<file path="src/rtl/program_loader.sv">
// Boot-time program loader.
// Receives a framed byte stream, packs the bytes into big-endian 32-bit words,
// writes them into program memory one after another, checks the frame's XOR
// checksum and only then lets the core out of hold.
//
// Frame: LEN_HI, LEN_LO, 4*N data bytes (MSB first per word), checksum byte.
// The checksum is the XOR of every earlier byte in the frame, including both
// length bytes.
//
// state  | meaning
// -------+-------------------------------------------------------------
// IDLE   | after reset, waiting for start_i; core held
// LEN_HI | waiting for the high byte of the word count
// LEN_LO | waiting for the low byte; length is range-checked here
// DATA   | collecting the four bytes of the current word
// WRITE  | one-cycle write strobe for the assembled word
// CHECK  | waiting for the checksum byte
// DONE   | frame loaded and checksum good; core released
// ERROR  | frame rejected (length too big or bad checksum); core held
module program_loader #(
  parameter int MEMORY_DEPTH = 64,
  parameter int ADDR_WIDTH   = 16
) (
  input  logic        clk,
  input  logic        reset,
  input  logic        start_i,
  input  logic        byte_valid_i,
  input  logic [7:0]  byte_data_i,
  output logic        byte_ready_o,
  output logic        mem_write_o,
  output logic [31:0] mem_address_o,
  output logic [31:0] mem_data_o,
  output logic        cpu_hold_o,
  output logic        busy_o,
  output logic        done_o,
  output logic        error_o
);

  typedef enum logic [2:0] {
    IDLE,
    LEN_HI,
    LEN_LO,
    DATA,
    WRITE,
    CHECK,
    DONE,
    ERROR
  } state_t;

  localparam logic [ADDR_WIDTH-1:0] DEPTH_LIMIT = ADDR_WIDTH'(MEMORY_DEPTH);

  state_t                state;
  logic [7:0]            len_hi_q;
  logic [ADDR_WIDTH-1:0] word_count;
  logic [ADDR_WIDTH-1:0] word_index;
  logic [1:0]            byte_cnt;
  logic [31:0]           word_q;
  logic [7:0]            xor_q;

  logic                  accept;
  logic [ADDR_WIDTH-1:0] frame_len;
  logic [ADDR_WIDTH-1:0] index_next;
  logic [31:0]           word_next;
  logic [7:0]            xor_next;

  // Handshake and next-value helpers. byte_ready_o is a registered copy of
  // "state accepts bytes", so it can be used directly as the accept qualifier.
  assign accept     = byte_valid_i && byte_ready_o;
  assign frame_len  = ADDR_WIDTH'({len_hi_q, byte_data_i});
  assign index_next = word_index + ADDR_WIDTH'(1);
  assign word_next  = {word_q[23:0], byte_data_i};
  assign xor_next   = xor_q ^ byte_data_i;

  // Loader state machine; every output is registered and is updated together
  // with the state it belongs to.
  always_ff @(posedge clk) begin
    if (!reset) begin
      state         <= IDLE;
      len_hi_q      <= '0;
      word_count    <= '0;
      word_index    <= '0;
      byte_cnt      <= '0;
      word_q        <= '0;
      xor_q         <= '0;
      byte_ready_o  <= 1'b0;
      mem_write_o   <= 1'b0;
      mem_address_o <= '0;
      mem_data_o    <= '0;
      cpu_hold_o    <= 1'b1;
      busy_o        <= 1'b0;
      done_o        <= 1'b0;
      error_o       <= 1'b0;
    end else begin
      mem_write_o <= 1'b0;
      unique case (state)
        IDLE, DONE, ERROR: begin
          // A new frame always starts from a clean slate and re-holds the core.
          if (start_i) begin
            state        <= LEN_HI;
            len_hi_q     <= '0;
            word_count   <= '0;
            word_index   <= '0;
            byte_cnt     <= '0;
            word_q       <= '0;
            xor_q        <= '0;
            byte_ready_o <= 1'b1;
            cpu_hold_o   <= 1'b1;
            busy_o       <= 1'b1;
            done_o       <= 1'b0;
            error_o      <= 1'b0;
          end
        end

        LEN_HI: begin
          if (accept) begin
            len_hi_q <= byte_data_i;
            xor_q    <= xor_next;
            state    <= LEN_LO;
          end
        end

        LEN_LO: begin
          if (accept) begin
            word_count <= frame_len;
            xor_q      <= xor_next;
            word_index <= '0;
            byte_cnt   <= '0;
            if (frame_len > DEPTH_LIMIT) begin
              // Rejected before any write so memory is never overrun.
              state        <= ERROR;
              byte_ready_o <= 1'b0;
              busy_o       <= 1'b0;
              error_o      <= 1'b1;
            end else if (frame_len == '0) begin
              state <= CHECK;
            end else begin
              state <= DATA;
            end
          end
        end

        DATA: begin
          if (accept) begin
            word_q   <= word_next;
            xor_q    <= xor_next;
            byte_cnt <= byte_cnt + 2'd1;
            if (byte_cnt == 2'd3) begin
              // Present the finished word during the WRITE cycle.
              state         <= WRITE;
              byte_ready_o  <= 1'b0;
              mem_write_o   <= 1'b1;
              mem_address_o <= 32'(word_index) << 2;
              mem_data_o    <= word_next;
            end
          end
        end

        WRITE: begin
          word_index   <= index_next;
          byte_cnt     <= '0;
          byte_ready_o <= 1'b1;
          if (index_next == word_count) begin
            state <= CHECK;
          end else begin
            state <= DATA;
          end
        end

        CHECK: begin
          if (accept) begin
            byte_ready_o <= 1'b0;
            busy_o       <= 1'b0;
            if (byte_data_i == xor_q) begin
              state      <= DONE;
              done_o     <= 1'b1;
              cpu_hold_o <= 1'b0;
            end else begin
              state      <= ERROR;
              error_o    <= 1'b1;
              cpu_hold_o <= 1'b1;
            end
          end
        end

        default: begin
          state        <= IDLE;
          byte_ready_o <= 1'b0;
          cpu_hold_o   <= 1'b1;
          busy_o       <= 1'b0;
          done_o       <= 1'b0;
          error_o      <= 1'b0;
        end
      endcase
    end
  end

endmodule

</file>
<file path="config.mk">
export PLATFORM = sky130hd
export DESIGN_NAME = program_loader
export DESIGN_NICKNAME = d
export VERILOG_FILES = /design/src/rtl/program_loader.sv
export SDC_FILE = /design/constraint.sdc
export NUM_CORES = 1
export LEC_CHECK = 0
export BUFFER_PORTS_ARGS = -buffer_cell sky130_fd_sc_hd__buf_2
export CORE_MARGIN = 1.5
export CORE_UTILIZATION = 49
export CTS_BUF_LIST = sky130_fd_sc_hd__clkbuf_8 sky130_fd_sc_hd__clkbuf_16
export DETAILED_ROUTE_END_ITERATION = 7
export GPL_ROUTABILITY_DRIVEN = 0
export PLACE_DENSITY = 0.73
export SLEW_MARGIN = 25
export SYNTH_ARGS = -nofsm -noshare
export SYNTH_HDL_FRONTEND = slang
export SYNTH_SLANG_ARGS = --single-unit
</file>
<file path="constraint.sdc">
create_clock -name clk -period 2.6 [get_ports clk]
set_input_delay 0.52 -clock clk [delete_from_list [all_inputs] [get_ports clk]]
set_output_delay 0.52 -clock clk [all_outputs]
set_load 0.01 [all_outputs]
</file>
# == Word level (Yosys, flattened, before mapping) ==
# Cells that the tools add are included.
# totals
input_bits,12
out_inout_bits,70
word_cells,116
reg_bits,131
# op_classes
reduce_logical,28
muxes,49
n_eq_ne,20
bitwise,1
magnitude_cmp,1
addsub,2
# op_table
operator,count
$mux 16,3
$mux 24,2
$pmux 16 s3,1
$pmux 24 s2,1
$pmux 16 s2,1
$pmux 8 s2,2
$mux 3,9
$mux 8,3
$reduce_and 3->1,8
$ne 2x2->1 const B,9
$pmux 3 s6,1
$mux 1,17
$add 16x1->16 const B,1
$eq 16x16->1,1
$gt 16x7->1 const B,1
$logic_not 16->1,1
$eq 3x3->1 const B,4
$reduce_and 6->1,2
$reduce_bool 2->1,5
$eq 8x8->1,1
$pmux 2 s4,1
$reduce_and 4->1,2
$xor 8x8->8,1
$reduce_and 7->1,1
other kinds (16),23

# == Logic depth before layout (Yosys ltp) ==
# Gate-level depths: netlist of the first run.
# depth
word_depth,5
mapped_depth,9
depth_no_buf,7

# == Least setup slack after synthesis of the first run ==
# Ideal clock, no wire load.
# synth_timing
path_kind,input-to-reg
startpoint,in byte_data_i[0]
endpoint,reg state[2]
slack_ns,0.155
t_arrival_ns,2.329
path_stages,7
required_ns,2.484
n_path_buf,1
setup_ns,0.116
path_cell_list,buf_2 > or4_1 > o31a_1 > or4b_1 > a31oi_1 > a211oi_1 > a31o_1
# synth_between
elab_chain_cells,5
word_cells_on_any_way,6
cone_classes,order compare (1); mux (4); reduce/logical (1)
# synth_rtl
item,line_no,text
start: declaration,28,"input logic [7:0] byte_data_i,"
"parallel branches: the longest is 2 deep, another holds $gt 16x7->1",--,
$mux 3 *,128,if (frame_len > DEPTH_LIMIT) begin
$mux 3 *,123,if (accept) begin
$pmux 3 s6 *,95,unique case (state)
end signal: assignment,130,state <= ERROR;
end signal: assignment,135,state <= CHECK;
end signal: assignment,137,state <= DATA;
end: declaration,52,state_t state;
# Mark *: on every way between the ends. The select of a mux whose other input is x is not followed.
# A chain may end at the register's enable or synchronous reset.

# == Worst setup path in the final report of the first run ==
# layout_timing
startpoint,reg word_index[0]
endpoint,reg state[2]
# layout_between
elab_chain_cells,4
# layout_rtl
item,line_no,text
start: declaration,55,logic [ADDR_WIDTH-1:0] word_index;
start signal: assignment,159,word_index <= index_next;
$add 16x1->16,70,assign index_next = word_index + ADDR_WIDTH'(1);
$eq 16x16->1,162,if (index_next == word_count) begin
$mux 3,162,
$pmux 3 s6,95,
end signal: assignment,99,state <= LEN_HI;
end signal: assignment,163,state <= CHECK;
end signal: assignment,165,state <= DATA;
# Every way passes these cells.

==> results.cfg, run 1 <==
[worst_setup_path]
r2r_start = word_index[0]$_SDFFE_PN0P_
critPathMaxStageDelay_ps = 600
critical_path_required_ps = 2910
path_max_fanout = 5
arrival_ps = 2750
critical_path_class = register to register
worst_path_dominant_cell_family = simple AND/OR/NAND/NOR gates
endpoint_kind = register
r2r_slack_ps = 160
critPathLaunchType = register
critPathSlowestCell = or4_1
critPathBufInv = 1
crit_start = word_index[0]$_SDFFE_PN0P_
crit_chain = ha_1, nand3_2, or4_1, mux2_4, a311oi_1, nor4_1, buf_4, a31o_1

[min_path]
min_from = reset
hold_class = input pin to register

[floorplanning]
die_x_um = 114
num_rows = 40
die_h_um = 114
die_area_sq_um = 13000
io_pins = 82
coreArea_sq_um = 12000
initial_core_util_pct = 50.3

[cts]
cts_sinks = 131
clock_latency_ps = 420
htreeDepth = 4
cts_root_buf = clkbuf_16
clk_path_buf_depth = 2
post_cts_buffers = 0
numCtsBuffers = 17
path_clk_slew_ps = 60
ctsResizeCount = 0
cts_tree = done
ctsHoldBuffers = 0

[synthesis]
synth.distinct_cells = 64
synth.area.top_cells = dfxtp_1 43%, a21oi_1 11%, nand2_1 9.5%, nand3_1 4.1%, nor2_1 3.6%
synth_top_family_by_area = simple AND/OR/NAND/NOR gates
synthArstFlopShare_pct = 0
synthCells = 793
synth_seq_cells = 131
synth_ff_type = dfxtp_1
synth_top_area_cell = dfxtp_1
synth_edf_count = 0
synthAdderAreaFrac_pct = 0.414
seq_area_frac_synth_pct = 43.4
synth_area_sq_um = 6050
yosysTopAreaCellShare_pct = 43.4
yosysWarnings = 0
synth_compound_area_share_pct = 18.5
synth-xor-area-share_pct = 4.35
muxShareOfSynthArea_pct = 0.766
postSynthAreaPerCell_sq_um = 7.63
synthSimpleGateAreaFrac_pct = 25.7

[global_routing]
grt_usage_pct = 24.2
grt_max_degree = 50
grt_pass1_wl_um = 25000
first_global_vias = 5355
grt_antenna_before_repair = 0
gr-total-overflow = 0

[drt]
num_vias = 5686
drcViolationCount = 0
routedWlPerCell_um = 15.2
firstDrtPassIters = 5
via_per_inst = 5.64
dr.first_iter.drc_count = 372
drtAntennaViolNets = 0
routed_wl_um = 15300

[sta]
rsz0062_at_grt = no
report.final.slew_viol_count = 0
fmax_ghz = 0.410
setup_viol = 0
timing.final.hold_violations = 0
finalCritPeriodShare_pct = 93.9
slew_headroom_pct = 44.8
fin_tns_setup_ps = 0
skew_ps = 4.92
min_period_ps = 2440
tightest_slew_ps = 828

[final_layout]
multi_input_area_sq_um = 3070
ff_latch_area_sq_um = 2620
drive_gt1_share_pct = 17.1
area_delta_synth_final_pct = 18.0
antenna_cells = 0
fillers = 1093
finalInstanceArea_sq_um = 7140
nets = 864
final_util_pct = 59.4

[placement]
io_buffers = 65
placed_cell_area_sq_um = 6560
hpwl_um = 10300

[outcome]
status = finished clean

[run]
cap_viol_max_count = 0

[power_and_ir_drop]
peakVddDrop_mv = 0.483
leakage_nw = 2.74
power.density_nw_per_um2 = 712
## area by class of cell
cell class	instances	share of cell area [%]
inverters	12	0.649
clock inverters	10	1.53
flip-flops and latches	131	36.8
repair buffers	103	8.91
clock buffers	20	6.54
well taps	147	2.58
multi-input cells	585	43.0
## worst paths after layout
path | to | cells past startpoint
worst min register to register | mem_data_o[28]$_SDFFE_PN0P_ | 2
worst max register to register | state[2]$_SDFFE_PN0P_ | 8
worst max-delay path | state[2]$_SDFFE_PN0P_ | 8
worst min-delay path | cpu_hold_o$_SDFFE_PN1P_ | 2
## synthesized netlist by cell type, types with 11 or more instances
master and n:
a31oi_1 12, nand2_1 153, inv_1 11, nand3b_1 11, nor2_1 58, clkbuf_1 54
o21ai_0 31, dfxtp_1 131, buf_4 16, nand3_1 50, xnor2_1 21, a21oi_1 127
## through the flow
stage               total power, W  cells  setup WS, ps  hold slack [ps]
finish                     0.00508   1008           160              417
global route               0.00526   1008          35.8              416
CTS                        0.00510   1008           167              408
detailed placement         0.00279    978          66.3              443
global placement           0.00277    978          78.7              439
floorplan                  0.00262    808           155              432
## metal layers
metal	global-route usage (%)	routed length, um	part of all wire (%)
met5	0	0	0
met4	10.3	337	2.2
met3	6.56	780	5.1
met2	40.7	7410	49
met1	29.4	6750	44
## flip-flops by register name (all words and copies together) (netlist names)
register / flops
busy_o: 1
byte_cnt: 2
byte_ready_o: 1
cpu_hold_o: 1
done_o: 1
error_o: 1
len_hi_q: 8
mem_address_o: 16
mem_data_o: 32
mem_write_o: 1
state: 3
word_count: 16
word_index: 16
word_q: 24
xor_q: 8
## power by group
part	leakage [nW]	switching [W]	internal, W
combinational	1.39	0.000443	0.000205
sequential	1.06	0.0000548	0.00205
clock	0.289	0.000858	0.00147
total	2.74	0.00136	0.00373
## logic make-up after synthesis
| family | count (synthesis) |
|---|---|
| other cells | 1 |
| fa+ha+maj | 2 |
| xor+xnor | 30 |
| mux | 4 |
| compound gates | 201 |
| flops | 131 |
| buf+inv | 92 |
| simple gates | 332 |
## placed cells by master (no fill, tap or decap), types with 3 or more instances in the layout
master     synthesis  final
and3_1             3      3
or4_1              4      4
a21oi_1          127    127
nand2_1          153    153
clkinv_2           0      5
conb_1             1     16
clkbuf_16          0     17
buf_4             16     36
buf_2              7     65
nand3_1           50     49
nand3b_1          11     11
nand2b_1           5      5
xnor2_1           21     21
o31ai_1            4      4
dfxtp_1          131    130
nor3b_1            3      3
and2_1             4      4
clkbuf_8           0      3
nor2_1            58     58
inv_1             11     12
nor3_1             9      9
nor4_1             6      6
nor2b_1            5      5
xor2_1             9      9
nand4_1            4      4
a31oi_1           12     12
a211oi_1           3      3
o21ai_0           31     31
o21a_1             4      4
(Power assumes the default switching activity.)
==> run 2: changes to the inputs <==
--- a/config.mk
+++ b/config.mk
@@ -11,6 +11,7 @@
 export CTS_BUF_LIST = sky130_fd_sc_hd__clkbuf_8 sky130_fd_sc_hd__clkbuf_16
 export DETAILED_ROUTE_END_ITERATION = 7
 export GPL_ROUTABILITY_DRIVEN = 0
+export GPL_TIMING_DRIVEN = 0
 export PLACE_DENSITY = 0.73
 export SLEW_MARGIN = 25
 export SYNTH_ARGS = -nofsm -noshare
==> results.cfg, run 2 (synthesis results as in run 1) <==
[floorplanning]
die_h_um = 114
die_x_um = 114
io_pins = 82
initial_core_util_pct = 50.3
die_area_sq_um = 13000
num_rows = 40
coreArea_sq_um = 12000

[final_layout]
drive_gt1_share_pct = 15.7
top_regs = mem_data_o: 32 flops, word_q: 24 flops
top_register = mem_data_o
fin_cells = 1039
nets = 893
area_delta_synth_final_pct = 20.8
mostFrequentLayoutCells = 153 x nand2_1, 128 x dfxtp_1, 126 x a21oi_1
antenna_cells = 0
largest_reg_flops = 32
final_common_cell = nand2_1

[power_and_ir_drop]
power.density_nw_per_um2 = 734
leakage_nw = 2.75
peakVddDrop_mv = 0.586

[global_routing]
first_global_vias = 5426
grt_max_degree = 17
grt_antenna_before_repair = 0
grt_pass1_wl_um = 27100
gr-total-overflow = 0
grt_usage_pct = 26.6

[min_path]
whs_path_depth = 2
hold_class = register to register

[worst_setup_path]
critPathLaunchType = register
critical_path_required_ps = 2910
arrival_ps = 2810
endpoint_kind = register
critical_path_class = register to register
path_max_fanout = 8
reg2regPathDepth = 9

[sta]
report.final.slew_viol_count = 0
fmax_ghz = 0.401
skew_ps = 8.47
timing.final.hold_violations = 0
finalCritPeriodShare_pct = 95.8
worst_slack_ps = 108
tightest_slew_ps = 780
fin_tns_setup_ps = 0
min_period_ps = 2490
slew_headroom_pct = 48.0
setup_viol = 0
rsz0062_at_grt = no

[cts]
clock_latency_ps = 420
ctsHoldBuffers = 0
cts_sinks = 131
cts_root_buf = clkbuf_16
htreeDepth = 4
clk_path_buf_depth = 2
numCtsBuffers = 17
path_clk_slew_ps = 60
cts_tree = done

[drt]
dr.first_iter.drc_count = 582
via_per_inst = 5.60
drcViolationCount = 0
routedWlPerCell_um = 16.1
firstDrtPassIters = 6
num_vias = 5819
routed_wl_um = 16700
drtAntennaViolNets = 0

[placement]
pre_cts_ws_ps = -290
hpwl_um = 11600
io_buffers = 55
dp_cells = 1010

[run]
cap_viol_max_count = 0

[outcome]
status = finished clean
[run 2: changes by cell type in the layout (fill, tap and decap cells not counted), sizes merged]
cell      change
bufinv        +2
clkbuf       +51
clkinv        -4
clkinvlp      +2
buf          -24
inv           +4
[run 2: report_power, final]
group,internal [W],switching (W),total [W]
combinational,0.000209,0.000475,0.000683
sequential,0.00205,0.0000476,0.00210
clock,0.00164,0.000935,0.00258
[run 2: metal layers]
| layer | up-vias | GRT usage, % | share of wire, % |
|---|---|---|---|
| met3 | 43 | 6.25 | 7.1 |
| met1 | 2700 | 33.8 | 43 |
| met2 | 219 | 43.7 | 47 |
| met4 | 0 | 10.5 | 3.1 |
| met5 | - | 0 | 0 |
| li1 | 2857 | - | - |
[run 2: path summary, 6_finish.rpt]
check	from	to	slack [ps]
max	word_index[0]$_SDFFE_PN0P_	state[2]$_SDFFE_PN0P_	110
min	mem_address_o[12]$_SDFFE_PN0P_	mem_address_o[12]$_SDFFE_PN0P_	450
max reg2reg	word_index[0]$_SDFFE_PN0P_	state[2]$_SDFFE_PN0P_	110
min reg2reg	mem_address_o[12]$_SDFFE_PN0P_	mem_address_o[12]$_SDFFE_PN0P_	450
[run 2: repair_timing]
action                                  4_1_cts  5_1_grt
buffers inserted                              0        0
hold endpoints to repair                      0        0
resized for setup                            10       19
pin swaps                                     0        2
endpoints found under the setup margin        2       58
[run 2: cell type report]
cell class	instances	area [sq um]
Fill cell	1070	4700
Multi-Input combinational cell	585	3170
Sequential cell	131	2630
Clock buffer	18	439
Buffer	77	367
Timing Repair Buffer	55	275
Clock inverter	14	200
Tap cell	147	184
Inverter	12	45.0
[run 2: worst max-delay path, cell delays in order (launching register included)]
cell	delay (ps)
dfxtp_4	390
ha_1	150
buf_4	160
nand3_4	120
or4_1	470
buf_2	170
mux2_4	310
a311oi_4	330
nor4_4	80
a31o_1	220
[run 2: stage by stage]
stage / cell area (sq um) / hold WS, ps / utilization, % / power, W
4_1_cts: 7260 / 453 / 60.4 / 0.00534
6_report: 7310 / 450 / 60.8 / 0.00536
5_1_grt: 7310 / 468 / 60.8 / 0.00554
2_1_floorplan: 6100 / 432 / - / 0.00262
3_5_place_dp: 6560 / 445 / 54.6 / 0.00279
3_3_place_gp: 6560 / 439 / 54.6 / 0.00279
==> run 3: changes to the inputs <==
--- a/config.mk
+++ b/config.mk
@@ -6,13 +6,16 @@
 export NUM_CORES = 1
 export LEC_CHECK = 0
 export BUFFER_PORTS_ARGS = -buffer_cell sky130_fd_sc_hd__buf_2
+export CELL_PAD_IN_SITES_DETAIL_PLACEMENT = 1
+export CELL_PAD_IN_SITES_GLOBAL_PLACEMENT = 1
 export CORE_MARGIN = 1.5
-export CORE_UTILIZATION = 49
+export CORE_UTILIZATION = 38
 export CTS_BUF_LIST = sky130_fd_sc_hd__clkbuf_8 sky130_fd_sc_hd__clkbuf_16
 export DETAILED_ROUTE_END_ITERATION = 7
 export GPL_ROUTABILITY_DRIVEN = 0
 export GPL_TIMING_DRIVEN = 0
-export PLACE_DENSITY = 0.73
+export MAX_ROUTING_LAYER = met4
+export PLACE_DENSITY = 0.77
 export SLEW_MARGIN = 25
 export SYNTH_ARGS = -nofsm -noshare
 export SYNTH_HDL_FRONTEND = slang
==> results.cfg, run 3 (synthesis results as in run 1) <==
[global_routing]
grt_max_degree = 17
grt_usage_pct = 24.9
gr-total-overflow = 0
first_global_vias = 5864
grt_pass1_wl_um = 31000
grt_antenna_before_repair = 0

[floorplanning]
initial_core_util_pct = 39.3
die_x_um = 129
num_rows = 45
io_pins = 82
die_h_um = 129
die_area_sq_um = 16700
coreArea_sq_um = 15400

[sta]
setup_viol = 0
finalCritPeriodShare_pct = 97.0
slew_headroom_pct = 49.4
fin_tns_setup_ps = 0
timing.final.hold_violations = 0
rsz0062_at_grt = yes
min_period_ps = 2520
report.final.slew_viol_count = 0
skew_ps = 12.4
worst_slack_ps = 78.7
fmax_ghz = 0.397
tightest_slew_ps = 759

[drt]
drcViolationCount = 0
num_vias = 5903
routedWlPerCell_um = 17.9
routed_wl_um = 19900
dr.first_iter.drc_count = 424
firstDrtPassIters = 5
drtAntennaViolNets = 0
via_per_inst = 5.31

[worst_setup_path]
path_max_fanout = 10
critical_path_class = register to register
endpoint_kind = register
reg2regPathDepth = 8
critical_path_required_ps = 2880
critPathLaunchType = register
arrival_ps = 2800

[power_and_ir_drop]
peakVddDrop_mv = 0.530
total_power_w = 0.00504
leakage_nw = 2.76
power.density_nw_per_um2 = 681

[final_layout]
drive_gt1_share_pct = 17.2
fin_cells = 1111
nets = 901
finalInstanceArea_sq_um = 7390
top_register = mem_data_o
largest_reg_flops = 32
fillers = 1936
final_common_cell = nand2_1
mostFrequentLayoutCells = 153 x nand2_1, 126 x a21oi_1, 126 x dfxtp_1
antenna_cells = 0
area_delta_synth_final_pct = 22.3
top_regs = mem_data_o: 32 flops, word_q: 24 flops

[cts]
htreeDepth = 4
cts_root_buf = clkbuf_16
clock_latency_ps = 430
clk_path_buf_depth = 2
cts_tree = done
numCtsBuffers = 17
cts_sinks = 131
path_clk_slew_ps = 70

[run]
cap_viol_max_count = 0

[placement]
hpwl_um = 13500
placed_cell_area_sq_um = 6640
dp_cells = 1074
io_buffers = 55
pre_cts_ws_ps = -450

[outcome]
status = finished clean

[min_path]
hold_class = register to register
whs_path_depth = 2
run 3: cell count changes in the layout (fill, tap and decap cells not counted), sizes merged:
cell      before  now
buf           79   87
clkinvlp       3    8
inv           17   12
bufinv         4    0
clkbuf        71   73
clkinv         2    4
run 3: power breakdown:
| part | internal (W) | switching, W |
|---|---|---|
| clock network | 0.00129 | 0.000943 |
| logic | 0.000208 | 0.000500 |
| registers | 0.00205 | 0.0000480 |
| total | 0.00354 | 0.00149 |
run 3: repair_timing:
item	4_1_cts	5_1_grt
hold buffers	0	0
endpoints found under the setup margin	12	60
buffers inserted	0	8
gates resized for setup	15	29
pin swaps	1	4
run 3: worst max-delay path: stages (launching register included):
cell      delay, ps
dfxtp_1         470
and2_1          170
clkbuf_1        370
a21oi_1         160
o31ai_2         500
clkbuf_1        410
nor2_1           70
a31oi_1         150
nor2_1           60
run 3: metal layers:
| layer | global-route usage, % | wire, um | up-vias |
|---|---|---|---|
| met2 | 40.9 | 9700 | 146 |
| met3 | 5.12 | 809 | 33 |
| met4 | 7.40 | 369 | 0 |
| li1 | - | - | 2876 |
| met1 | 30.8 | 8990 | 2848 |
| met5 | - | 0 | - |
run 3: stage by stage:
stage / utilization [%] / hold WS [ps]
CTS: 47.4 / 441
global route: 48.1 / 466
global placement: 43.2 / 441
floorplan: - / 432
detailed placement: 43.2 / 446
finish: 48.1 / 451
run 3: worst paths after layout:
kind                                     to                      startpoint  slack (ps)
max                len_hi_q[5]$_SDFFE_PN0P_       byte_ready_o$_SDFFE_PN0P_          80
min          mem_address_o[13]$_SDFFE_PN0P_  mem_address_o[13]$_SDFFE_PN0P_         450
max reg2reg        len_hi_q[5]$_SDFFE_PN0P_       byte_ready_o$_SDFFE_PN0P_          80
min reg2reg  mem_address_o[13]$_SDFFE_PN0P_  mem_address_o[13]$_SDFFE_PN0P_         450
run 3: final cells by class:
type	instances	area [sq um]	area share, %
Inverter	12	45.0	0.609
Clock buffer	20	467	6.31
Sequential cell	131	2630	35.6
Tap cell	211	264	3.57
Multi-Input combinational cell	585	3190	43.1
Timing Repair Buffer	63	335	4.53
Clock inverter	12	83.8	1.13
Buffer	77	379	5.13
